--- src/rtl/ex_muldiv_unit.sv ---
`default_nettype none
// =============================================================================
// Module  : ex_muldiv_unit
// Brief   : Iterative RV32M multiply/divide engine for the EX stage.
// Revision: 1.0 - initial release
// =============================================================================
module ex_muldiv_unit #(
  parameter int XLEN = 32,
  parameter int ITER = 32
) (
  input  logic            clock,
  input  logic            reset,
  input  logic            start_in,
  input  logic            kill_in,
  input  logic [5:0]      aluop_in,
  input  logic [XLEN-1:0] data_in_1,
  input  logic [XLEN-1:0] data_in_2,
  input  logic [4:0]      rd_in,
  input  logic            reg_en_in,
  output logic            busy_out,
  output logic            done_out,
  output logic [XLEN-1:0] result_out,
  output logic [4:0]      rd_out,
  output logic            reg_en_out
);

  localparam int CNT_W = $clog2(ITER);
  localparam logic [CNT_W-1:0] CNT_LAST = CNT_W'(ITER - 1);

  typedef enum logic [1:0] {
    S_IDLE = 2'd0,
    S_CALC = 2'd1,
    S_DONE = 2'd2
  } state_t;

  state_t            state_q, state_d;
  logic [CNT_W-1:0]  count_q, count_d;
  logic [2:0]        op_q, op_d;
  logic              neg_q, neg_d;
  logic [4:0]        rd_q, rd_d;
  logic              reg_en_q, reg_en_d;
  logic [XLEN-1:0]   hi_q, hi_d;
  logic [XLEN-1:0]   lo_q, lo_d;
  logic [XLEN-1:0]   b_q, b_d;
  logic              busy_q, busy_d;
  logic              done_q, done_d;
  logic              reg_en_out_q, reg_en_out_d;
  logic [XLEN-1:0]   result_q, result_d;
  logic [4:0]        rd_out_q, rd_out_d;

  // Request decode and operand conditioning
  logic            op_valid, op_div, a_signed, b_signed, a_neg, b_neg, accept, req_neg;
  logic [XLEN-1:0] mag_a, mag_b;

  assign op_valid = (aluop_in[5:3] == 3'b100);
  assign op_div   = aluop_in[2];
  assign a_signed = op_div ? ~aluop_in[0] : (aluop_in[1:0] != 2'b11);
  assign b_signed = op_div ? ~aluop_in[0] : ~aluop_in[1];
  assign a_neg    = a_signed & data_in_1[XLEN-1];
  assign b_neg    = b_signed & data_in_2[XLEN-1];
  assign mag_a    = a_neg ? -data_in_1 : data_in_1;
  assign mag_b    = b_neg ? -data_in_2 : data_in_2;
  assign accept   = start_in & op_valid & ~kill_in;

  // Quotient sign is suppressed on divide-by-zero so the all-ones result survives.
  assign req_neg = !op_div      ? (a_neg ^ b_neg) :
                   aluop_in[1]  ? a_neg :
                   ((a_neg ^ b_neg) & (data_in_2 != '0));

  // One iteration: shift-add multiply or restoring shift-subtract divide
  logic [XLEN:0]     mul_sum, div_shift, div_diff;
  logic [XLEN-1:0]   mul_hi, mul_lo, div_hi, div_lo, step_hi, step_lo;
  logic [2*XLEN-1:0] prod_mag, prod;
  logic [XLEN-1:0]   div_mag, final_res;

  assign mul_sum   = {1'b0, hi_q} + (lo_q[0] ? {1'b0, b_q} : '0);
  assign mul_hi    = mul_sum[XLEN:1];
  assign mul_lo    = {mul_sum[0], lo_q[XLEN-1:1]};
  assign div_shift = {hi_q, lo_q[XLEN-1]};
  assign div_diff  = div_shift - {1'b0, b_q};
  assign div_hi    = div_diff[XLEN] ? div_shift[XLEN-1:0] : div_diff[XLEN-1:0];
  assign div_lo    = {lo_q[XLEN-2:0], ~div_diff[XLEN]};
  assign step_hi   = op_q[2] ? div_hi : mul_hi;
  assign step_lo   = op_q[2] ? div_lo : mul_lo;

  assign prod_mag  = {step_hi, step_lo};
  assign prod      = neg_q ? -prod_mag : prod_mag;
  assign div_mag   = op_q[1] ? step_hi : step_lo;
  assign final_res = op_q[2]            ? (neg_q ? -div_mag : div_mag) :
                     (op_q[1:0] == 2'b00) ? prod[XLEN-1:0] : prod[2*XLEN-1:XLEN];

  always_comb begin
    state_d      = state_q;
    count_d      = count_q;
    op_d         = op_q;
    neg_d        = neg_q;
    rd_d         = rd_q;
    reg_en_d     = reg_en_q;
    hi_d         = hi_q;
    lo_d         = lo_q;
    b_d          = b_q;
    done_d       = 1'b0;
    reg_en_out_d = 1'b0;
    result_d     = result_q;
    rd_out_d     = rd_out_q;

    case (state_q)
      S_IDLE: begin
        if (accept) begin
          state_d  = S_CALC;
          count_d  = '0;
          op_d     = aluop_in[2:0];
          neg_d    = req_neg;
          rd_d     = rd_in;
          reg_en_d = reg_en_in;
          hi_d     = '0;
          lo_d     = mag_a;
          b_d      = mag_b;
        end
      end
      S_CALC: begin
        if (kill_in) begin
          state_d = S_IDLE;
        end else begin
          hi_d    = step_hi;
          lo_d    = step_lo;
          count_d = count_q + CNT_W'(1);
          if (count_q == CNT_LAST) begin
            state_d      = S_DONE;
            done_d       = 1'b1;
            reg_en_out_d = reg_en_q;
            result_d     = final_res;
            rd_out_d     = rd_q;
          end
        end
      end
      S_DONE:  state_d = S_IDLE;
      default: state_d = S_IDLE;
    endcase

    busy_d = (state_d != S_IDLE);
  end

  always_ff @(posedge clock) begin
    if (reset) begin
      state_q      <= S_IDLE;
      count_q      <= '0;
      op_q         <= '0;
      neg_q        <= 1'b0;
      rd_q         <= '0;
      reg_en_q     <= 1'b0;
      hi_q         <= '0;
      lo_q         <= '0;
      b_q          <= '0;
      busy_q       <= 1'b0;
      done_q       <= 1'b0;
      reg_en_out_q <= 1'b0;
      result_q     <= '0;
      rd_out_q     <= '0;
    end else begin
      state_q      <= state_d;
      count_q      <= count_d;
      op_q         <= op_d;
      neg_q        <= neg_d;
      rd_q         <= rd_d;
      reg_en_q     <= reg_en_d;
      hi_q         <= hi_d;
      lo_q         <= lo_d;
      b_q          <= b_d;
      busy_q       <= busy_d;
      done_q       <= done_d;
      reg_en_out_q <= reg_en_out_d;
      result_q     <= result_d;
      rd_out_q     <= rd_out_d;
    end
  end

  assign busy_out   = busy_q;
  assign done_out   = done_q;
  assign result_out = result_q;
  assign rd_out     = rd_out_q;
  assign reg_en_out = reg_en_out_q;

endmodule
`default_nettype wire
--- config.mk ---
export PLATFORM = sky130hd
export DESIGN_NAME = ex_muldiv_unit
export DESIGN_NICKNAME = d
export VERILOG_FILES = /design/src/rtl/ex_muldiv_unit.sv
export SDC_FILE = /design/constraint.sdc
export NUM_CORES = 1
export LEC_CHECK = 0
export CORE_MARGIN = 4
export CORE_UTILIZATION = 40
export DETAILED_ROUTE_END_ITERATION = 8
export HOLD_SLACK_MARGIN = 0.1
export PLACE_DENSITY = 0.59
export SYNTH_ARGS = -nofsm -noshare
export SYNTH_HDL_FRONTEND = slang
export SYNTH_SLANG_ARGS = --single-unit
--- constraint.sdc ---
create_clock -name clock -period 5.7 [get_ports clock]
set_clock_uncertainty 0.2 [all_clocks]
set_input_delay 0.57 -clock clock [delete_from_list [all_inputs] [get_ports clock]]
set_output_delay 0.57 -clock clock [all_outputs]
set_load 0.02 [all_outputs]
# After elaboration in Yosys (flattened, before gate mapping)
# Cells that the tools add are included.
# Widths: inputs -> output; s select.
# word_totals
word_cells,78
inputBits,80
mem_bits_ro,0
ff_bits,153
memories,0
latch_bits,0
mem_bits_rw,0
# classes
n_eq_ne,6
bitwise,12
addsub,7
n_shift,0
div_mod_pow,0
muxes,29
reduce_logical,10
mul,0
n_lt_le_gt_ge,0
# ops
cell,n
$mux 32,14
$pmux 32 s2,2
$neg 32->32,3
$mux 64,1
$neg 64->64,1
$add 32x32->33,1
$sub 33x32->33,1
$reduce_bool 32->1,1
$mux 5,2
$pmux 5 s2,1
$mux 2,3
$ne 2x2->1 const B,3
$not 1->1,6
$reduce_and 3->1,2
$add 5x1->5 const B,1
$and 1x1->1,5
$eq 5x5->1 const B,1
$mux 1,5
$logic_not 2->1,2
$pmux 2 s2,1
$reduce_bool 2->1,2
$reduce_or 4->1,1
$eq 3x3->1 const B,1
$reduce_or 3->1,1
other kinds (3),3

# Logic depth before layout (Yosys ltp)
# logic_depth
ltp_word,7
ltp_mapped,25

# Worst setup path before layout
# OpenSTA, ideal clock, no wires.
# synth_path
kind,reg2reg
startpoint,reg lo_q[31]
endpoint,"reg result_q[22], in the netlist result_out[22]"
setup_time_ns,0.143
n_path_buf,2
required_time_ns,5.357
path_slack_ns,0.034
t_arrival_ns,5.323
path_stages_with_launch,25
path_cell_list,dfxtp_1 inv_1 ha_1 inv_1 fa_1 a211oi_2 nor4_2 o31ai_2 o221ai_4 o211ai_2 buf_6 buf_6 nor2_1 a21oi_1 ha_1 o2111ai_1 nor2_1 nand2_1 or2_2 nor4_1 nand4_1 o31ai_1 xnor2_1 a2111oi_0 a2111oi_1
# synth_via
elab_chain_cells,7
word_cells_on_any_way,12
# synth_rtl
item,line,text
start: declaration,43,"logic [XLEN-1:0] lo_q, lo_d;"
start signal: assignment,168,lo_q <= lo_d;
$sub 33x32->33,80,"assign div_diff = div_shift - {1'b0, b_q};"
$mux 32 or $not 1->1 (tied branches),"81, 82",
$mux 32 (on tied branches),"83, 84",
$neg 64->64 or $mux 32 (tied branches),"87, 88",
$mux 64 or $neg 32->32 (tied branches),"87, 89",
$mux 32 (on tied branches),"90, 89",
$mux 32 *,89,assign final_res = op_q[2] ? (neg_q ? -div_mag : div_mag) :
end signal: assignment,173,result_q <= result_d;
end: declaration,48,"logic [XLEN-1:0] result_q, result_d;"
# Mark *: on every way between the ends. The rest lies on a longest branch, timed or not.
# A chain may end at the register's enable or synchronous reset.

# Worst setup path after layout
# layout_path
startpoint,reg b_q[30]
endpoint,"reg result_q[19], in the netlist result_out[19]"
# layout_via
elab_chain_cells,7
word_cells_on_any_way,12
# layout_rtl
item,line,text
start: declaration,44,"logic [XLEN-1:0] b_q, b_d;"
start signal: assignment,154,b_q <= '0;
start signal: assignment,169,b_q <= b_d;
$sub 33x32->33 *,80,
$mux 32 or $not 1->1 (tied branches),"81, 82",
$mux 32 (on tied branches),"83, 84",
$neg 64->64 or $mux 32 (tied branches),"87, 88",
$mux 64 or $neg 32->32 (tied branches),"87, 89",
$mux 32 (on tied branches),"90, 89",
$mux 32 *,89,
# Marks and branches as above.

==> metrics.sh <==
STATUS='finished clean'
DRT_WL_TOTAL_UM=73300
HOLD_PATH_STARTPOINT='rd_q[4]'
GRT_FIRST_PASS_WIRELENGTH_UM=108000
IO-PIN-COUNT=120
HOLD_PATH_CLASS='reg -> reg'
NUM_ANTENNA_CELLS=0
TIMING.FINAL.SETUP_VIOLATIONS=0
TIMING.FINAL.HOLD_VIOLATIONS=0
MAX-SLEW-MARGIN-REL_PCT=28.9
COREAREA_SQ_MM=0.0401
ROUTE.VIAS.TOTAL=19112
PORT_BUFFERS=119
VDD.IR_DROP.WORST_V=0.000200
FINAL_CELL_COUNT_NO_FILL=3015
POST_SYNTH_INST_COUNT=2342
DRT-WIRELENGTH-PER-CELL_UM=24.3
CAP_VIOL_MAX_COUNT=0
INSERTION_DELAY_NS=0.50
VIAS_IN_THE_FIRST_GLOBAL_ROUTE=17550
REPORT.FINAL.SLEW_VIOL_COUNT=0
MAX_CLOCK_FREQ_GHz=0.181
MAX_STAGE_DELAY_NS=0.56
CP-END-KIND='register'
CRIT_START='b_q[30]'
SYNTH.FF_LATCH_COUNT=153
SYNTH_EDF_COUNT=0
START_UTIL_PCT=40.9
CPMOSTUSEDCELL='sky130_fd_sc_hd__buf_4'
CP_CELL_SEQUENCE='inv_1 > ha_1 > and4_1 > and2_1 > a211oi_1 > o32a_1 > a211oi_4 > buf_4 > clkbuf_16 > buf_4 > a2111oi_2 > o21ai_1 > o32ai_1 > nand3_1 > buf_4 > o31ai_1 > buf_4 > xor2_1 > a2111oi_1'
DETAIL-ROUTE-ANTENNA-NETS=0
DPL.HPWL_UM=57000
RR_STARTPOINT='b_q[30]'
CTS_HOLD_REPAIR.BUFFERS=0
SYNTHDISTINCTLIBCELLS=103
SYNTHESIS.AREA_SQ_MM=0.0164
P_LEAK_nW=7.74
SYNTH-SEQ-AREA-SHARE_PCT=18.7
CHIPHEIGHT_UM=211
FLOW.AREA_GROWTH_FROM_SYNTHESIS_PCT=19.5
AVGSYNTHCELLAREA_SQ_UM=7.01
CTSROOTBUFFERMASTER='sky130_fd_sc_hd__clkbuf_16'
PWRDENS_mW_PER_MM2=169
CLKSLEWWORSTSETUPHOLDPATHS_NS=0.08
POST-ROUTE-UTIL_PCT=48.9
CRIT_SLOWEST_CELL='sky130_fd_sc_hd__a2111oi_2'
DIEWIDTH_UM=211
HTREE_LEVELS=4
FINAL_TOTAL_NEGATIVE_SETUP_SLACK_NS=0
SYNTH-WARNING-COUNT=0
WORST_PIN_SLEW_NS=1.04
NUMCTSBUFFERS=17
GRT.TOTAL_USAGE_PCT=31.6
WORSTPATHMAXFANOUT=8
TRITONCTS='done'
ANTENNA_FOUND_INITIAL=3
SYN-NUM-NETS=2494
FIN_WORST_HOLD_SLACK_NS=0.258
SETUP_CRIT_START_KIND='register'
CRITPATHKIND='reg -> reg'
OVERFLOW_LEFT_AFTER_GLOBAL_ROUTING=0
ROUTABILITY_CONGESTION_ESTIMATE=1.09
POST-ROUTE-DRC-COUNT=0
FINAL_CRITICAL_PATH_REQUIRED_PERIOD_NS=5.53
CRITICAL_PATH_ARRIVAL_NS=5.68
CTS.SINKS=153
ASYNC_FLOP_SHARE_PCT=0
INITIALDRTVIOLATIONCOUNT=2115
FINISH.INSTANCE_AREA_SQ_MM=0.0196
POST_DP_CELL_AREA_SQ_MM=0.0187
DIE_OUTLINE_AREA_SQ_MM=0.0443
LARGEST_NET_DEGREE_AT_THE_START_OF_GLOBAL_ROUTING=72
FINISH.NET_COUNT=2629
CLK_PATH_BUF_DEPTH=2
STD_CELL_ROWS=73
MIN_PERIOD_OVER_PERIOD_PCT=97.1
DRIVE_GT1_SHARE_PCT=12.0
SYNTH-MAIN-FF-CELL='sky130_fd_sc_hd__dfxtp_1'
VIAS_PER_CELL=6.34
PLACED_CELLS_INCL_TAPS=2971
CRITICAL_PATH_REQUIRED_NS=5.85
DRT-PASS1-ITER-COUNT=6
## routing by layer
layer / part of all wire, % / global-route usage, %
met5: 0 / 0
met4: 4.2 / 13.1
met3: 10 / 7.17
met2: 43 / 47.3
met1: 42 / 43.8
## flip-flops by register name (all words and copies together) (netlist names), 2 cells and up
| signal | count |
|---|---|
| b_q | 32 |
| count_q | 5 |
| hi_q | 32 |
| lo_q | 32 |
| op_q | 3 |
| rd_out | 5 |
| rd_q | 5 |
| result_out | 32 |
| state_q | 2 |
## critical path: cells and delay by family (launching register included)
family,cells,cell delay [ns]
AND/OR/NAND/NOR,3,0.61
buffers and inverters,6,0.91
AO/OA/AOI/OAI,8,2.75
XOR/XNOR,1,0.06
adder cells (fa/ha/maj),1,0.33
flip-flops,1,0.50
## synth_stat cells, types with 27 or more instances
| library cell | n | area share [%] |
|---|---|---|
| sky130_fd_sc_hd__a211oi_1 | 84 | 3.8 |
| sky130_fd_sc_hd__a21o_1 | 27 | 1.2 |
| sky130_fd_sc_hd__a21oi_1 | 216 | 6.6 |
| sky130_fd_sc_hd__a31oi_1 | 38 | 1.4 |
| sky130_fd_sc_hd__and2_1 | 58 | 2.2 |
| sky130_fd_sc_hd__buf_1 | 28 | 0.64 |
| sky130_fd_sc_hd__clkbuf_1 | 115 | 2.6 |
| sky130_fd_sc_hd__dfxtp_1 | 153 | 19 |
| sky130_fd_sc_hd__ha_1 | 70 | 5.3 |
| sky130_fd_sc_hd__inv_1 | 76 | 1.7 |
| sky130_fd_sc_hd__mux2i_1 | 51 | 3.1 |
| sky130_fd_sc_hd__nand2_1 | 228 | 5.2 |
| sky130_fd_sc_hd__nand3_1 | 70 | 2.1 |
| sky130_fd_sc_hd__nor2_1 | 286 | 6.5 |
| sky130_fd_sc_hd__nor3_1 | 69 | 2.1 |
| sky130_fd_sc_hd__o21ai_0 | 136 | 4.1 |
| sky130_fd_sc_hd__o31ai_1 | 31 | 1.4 |
| sky130_fd_sc_hd__or3_1 | 39 | 1.5 |
| sky130_fd_sc_hd__xnor2_1 | 86 | 4.6 |
| sky130_fd_sc_hd__xor2_1 | 59 | 3.1 |
## where the power goes
group	internal (mW)	total (mW)	switching, mW	leakage [nW]
Combinational	0.421	1.03	0.608	6.22
Clock	0.619	1.20	0.578	0.284
Sequential	1.08	1.10	0.0175	1.24
Total	2.12	3.32	1.20	7.74
## layout make-up
type,instances,area (sq um)
Fill cell,4078,20500
Multi-Input combinational cell,1955,12600
Sequential cell,153,3070
Timing Repair Buffer,271,2400
Tap cell,525,657
Clock buffer,18,429
Inverter,79,297
Clock inverter,14,153
## cells in the final DEF (no fill, tap or decap), types with 9 or more instances in the layout
cell                              netlist  layout
sky130_fd_sc_hd__nor3b_1               12      11
sky130_fd_sc_hd__nor4_1                22      20
sky130_fd_sc_hd__ha_1                  70      68
sky130_fd_sc_hd__o31ai_1               31      31
sky130_fd_sc_hd__a211o_1                9       9
sky130_fd_sc_hd__a2111oi_0             13      10
sky130_fd_sc_hd__mux2_2                21      21
sky130_fd_sc_hd__a21oi_1              216     214
sky130_fd_sc_hd__o211ai_1              20      20
sky130_fd_sc_hd__o2111ai_1             12      12
sky130_fd_sc_hd__nand4_1               19      19
sky130_fd_sc_hd__dfxtp_1              153     150
sky130_fd_sc_hd__nand3_1               70      70
sky130_fd_sc_hd__a211oi_1              84      83
sky130_fd_sc_hd__nand2b_1              18      17
sky130_fd_sc_hd__nor2b_1               11      10
sky130_fd_sc_hd__buf_4                  0     148
sky130_fd_sc_hd__xnor2_1               86      86
sky130_fd_sc_hd__inv_1                 76      75
sky130_fd_sc_hd__nor3_1                69      69
sky130_fd_sc_hd__mux2i_1               51      51
sky130_fd_sc_hd__clkdlybuf4s50_1        0     118
sky130_fd_sc_hd__a21o_1                27      27
sky130_fd_sc_hd__a31oi_1               38      37
sky130_fd_sc_hd__or2_2                 12      11
sky130_fd_sc_hd__a221oi_1              12      11
sky130_fd_sc_hd__or4_1                 10      10
sky130_fd_sc_hd__and3_1                22      22
sky130_fd_sc_hd__a311oi_1              11      11
sky130_fd_sc_hd__o21ai_0              136     134
sky130_fd_sc_hd__and2_1                58      57
sky130_fd_sc_hd__nand2_1              228     228
sky130_fd_sc_hd__clkbuf_16              0      19
sky130_fd_sc_hd__or3_1                 39      37
sky130_fd_sc_hd__o21a_1                16      16
sky130_fd_sc_hd__xor2_1                59      59
sky130_fd_sc_hd__nor2_1               286     282
## path summary, 6_finish.rpt
path | end | slack, ns | depth (start not counted)
max | result_out[19] | 0.17 | 19
min | rd_out[4] | 0.26 | 2
max reg2reg | result_out[19] | 0.17 | 19
min reg2reg | rd_out[4] | 0.26 | 2
## kinds of logic (layout without fill, tap and decap cells)
logic type	count (synthesis)	count (layout)	share of synthesized area, %
AND/OR/NAND/NOR	906	906	26.6
AO/OA/AOI/OAI	759	759	31.1
buffers and inverters	234	382	5.60
flip-flops	153	153	18.7
XOR/XNOR	145	145	7.74
multiplexers	73	73	4.69
adder cells (fa/ha/maj)	72	72	5.58
## stage by stage
stage,worst slack (ns),power [mW]
global route,-0.000875,3.43
detailed placement,0.0428,2.04
global placement,0.0419,2.04
CTS,0.00406,3.23
finish,0.168,3.32
floorplan,0.0341,1.68
## repair_timing
| action | 4_1_cts | 5_1_grt |
|---|---|---|
| setup buffers | 0 | 10 |
| resized for setup | 0 | 35 |
| endpoints found under the setup margin | 0 | 13 |
No activity file was read; power rests on OpenSTA's default activity.
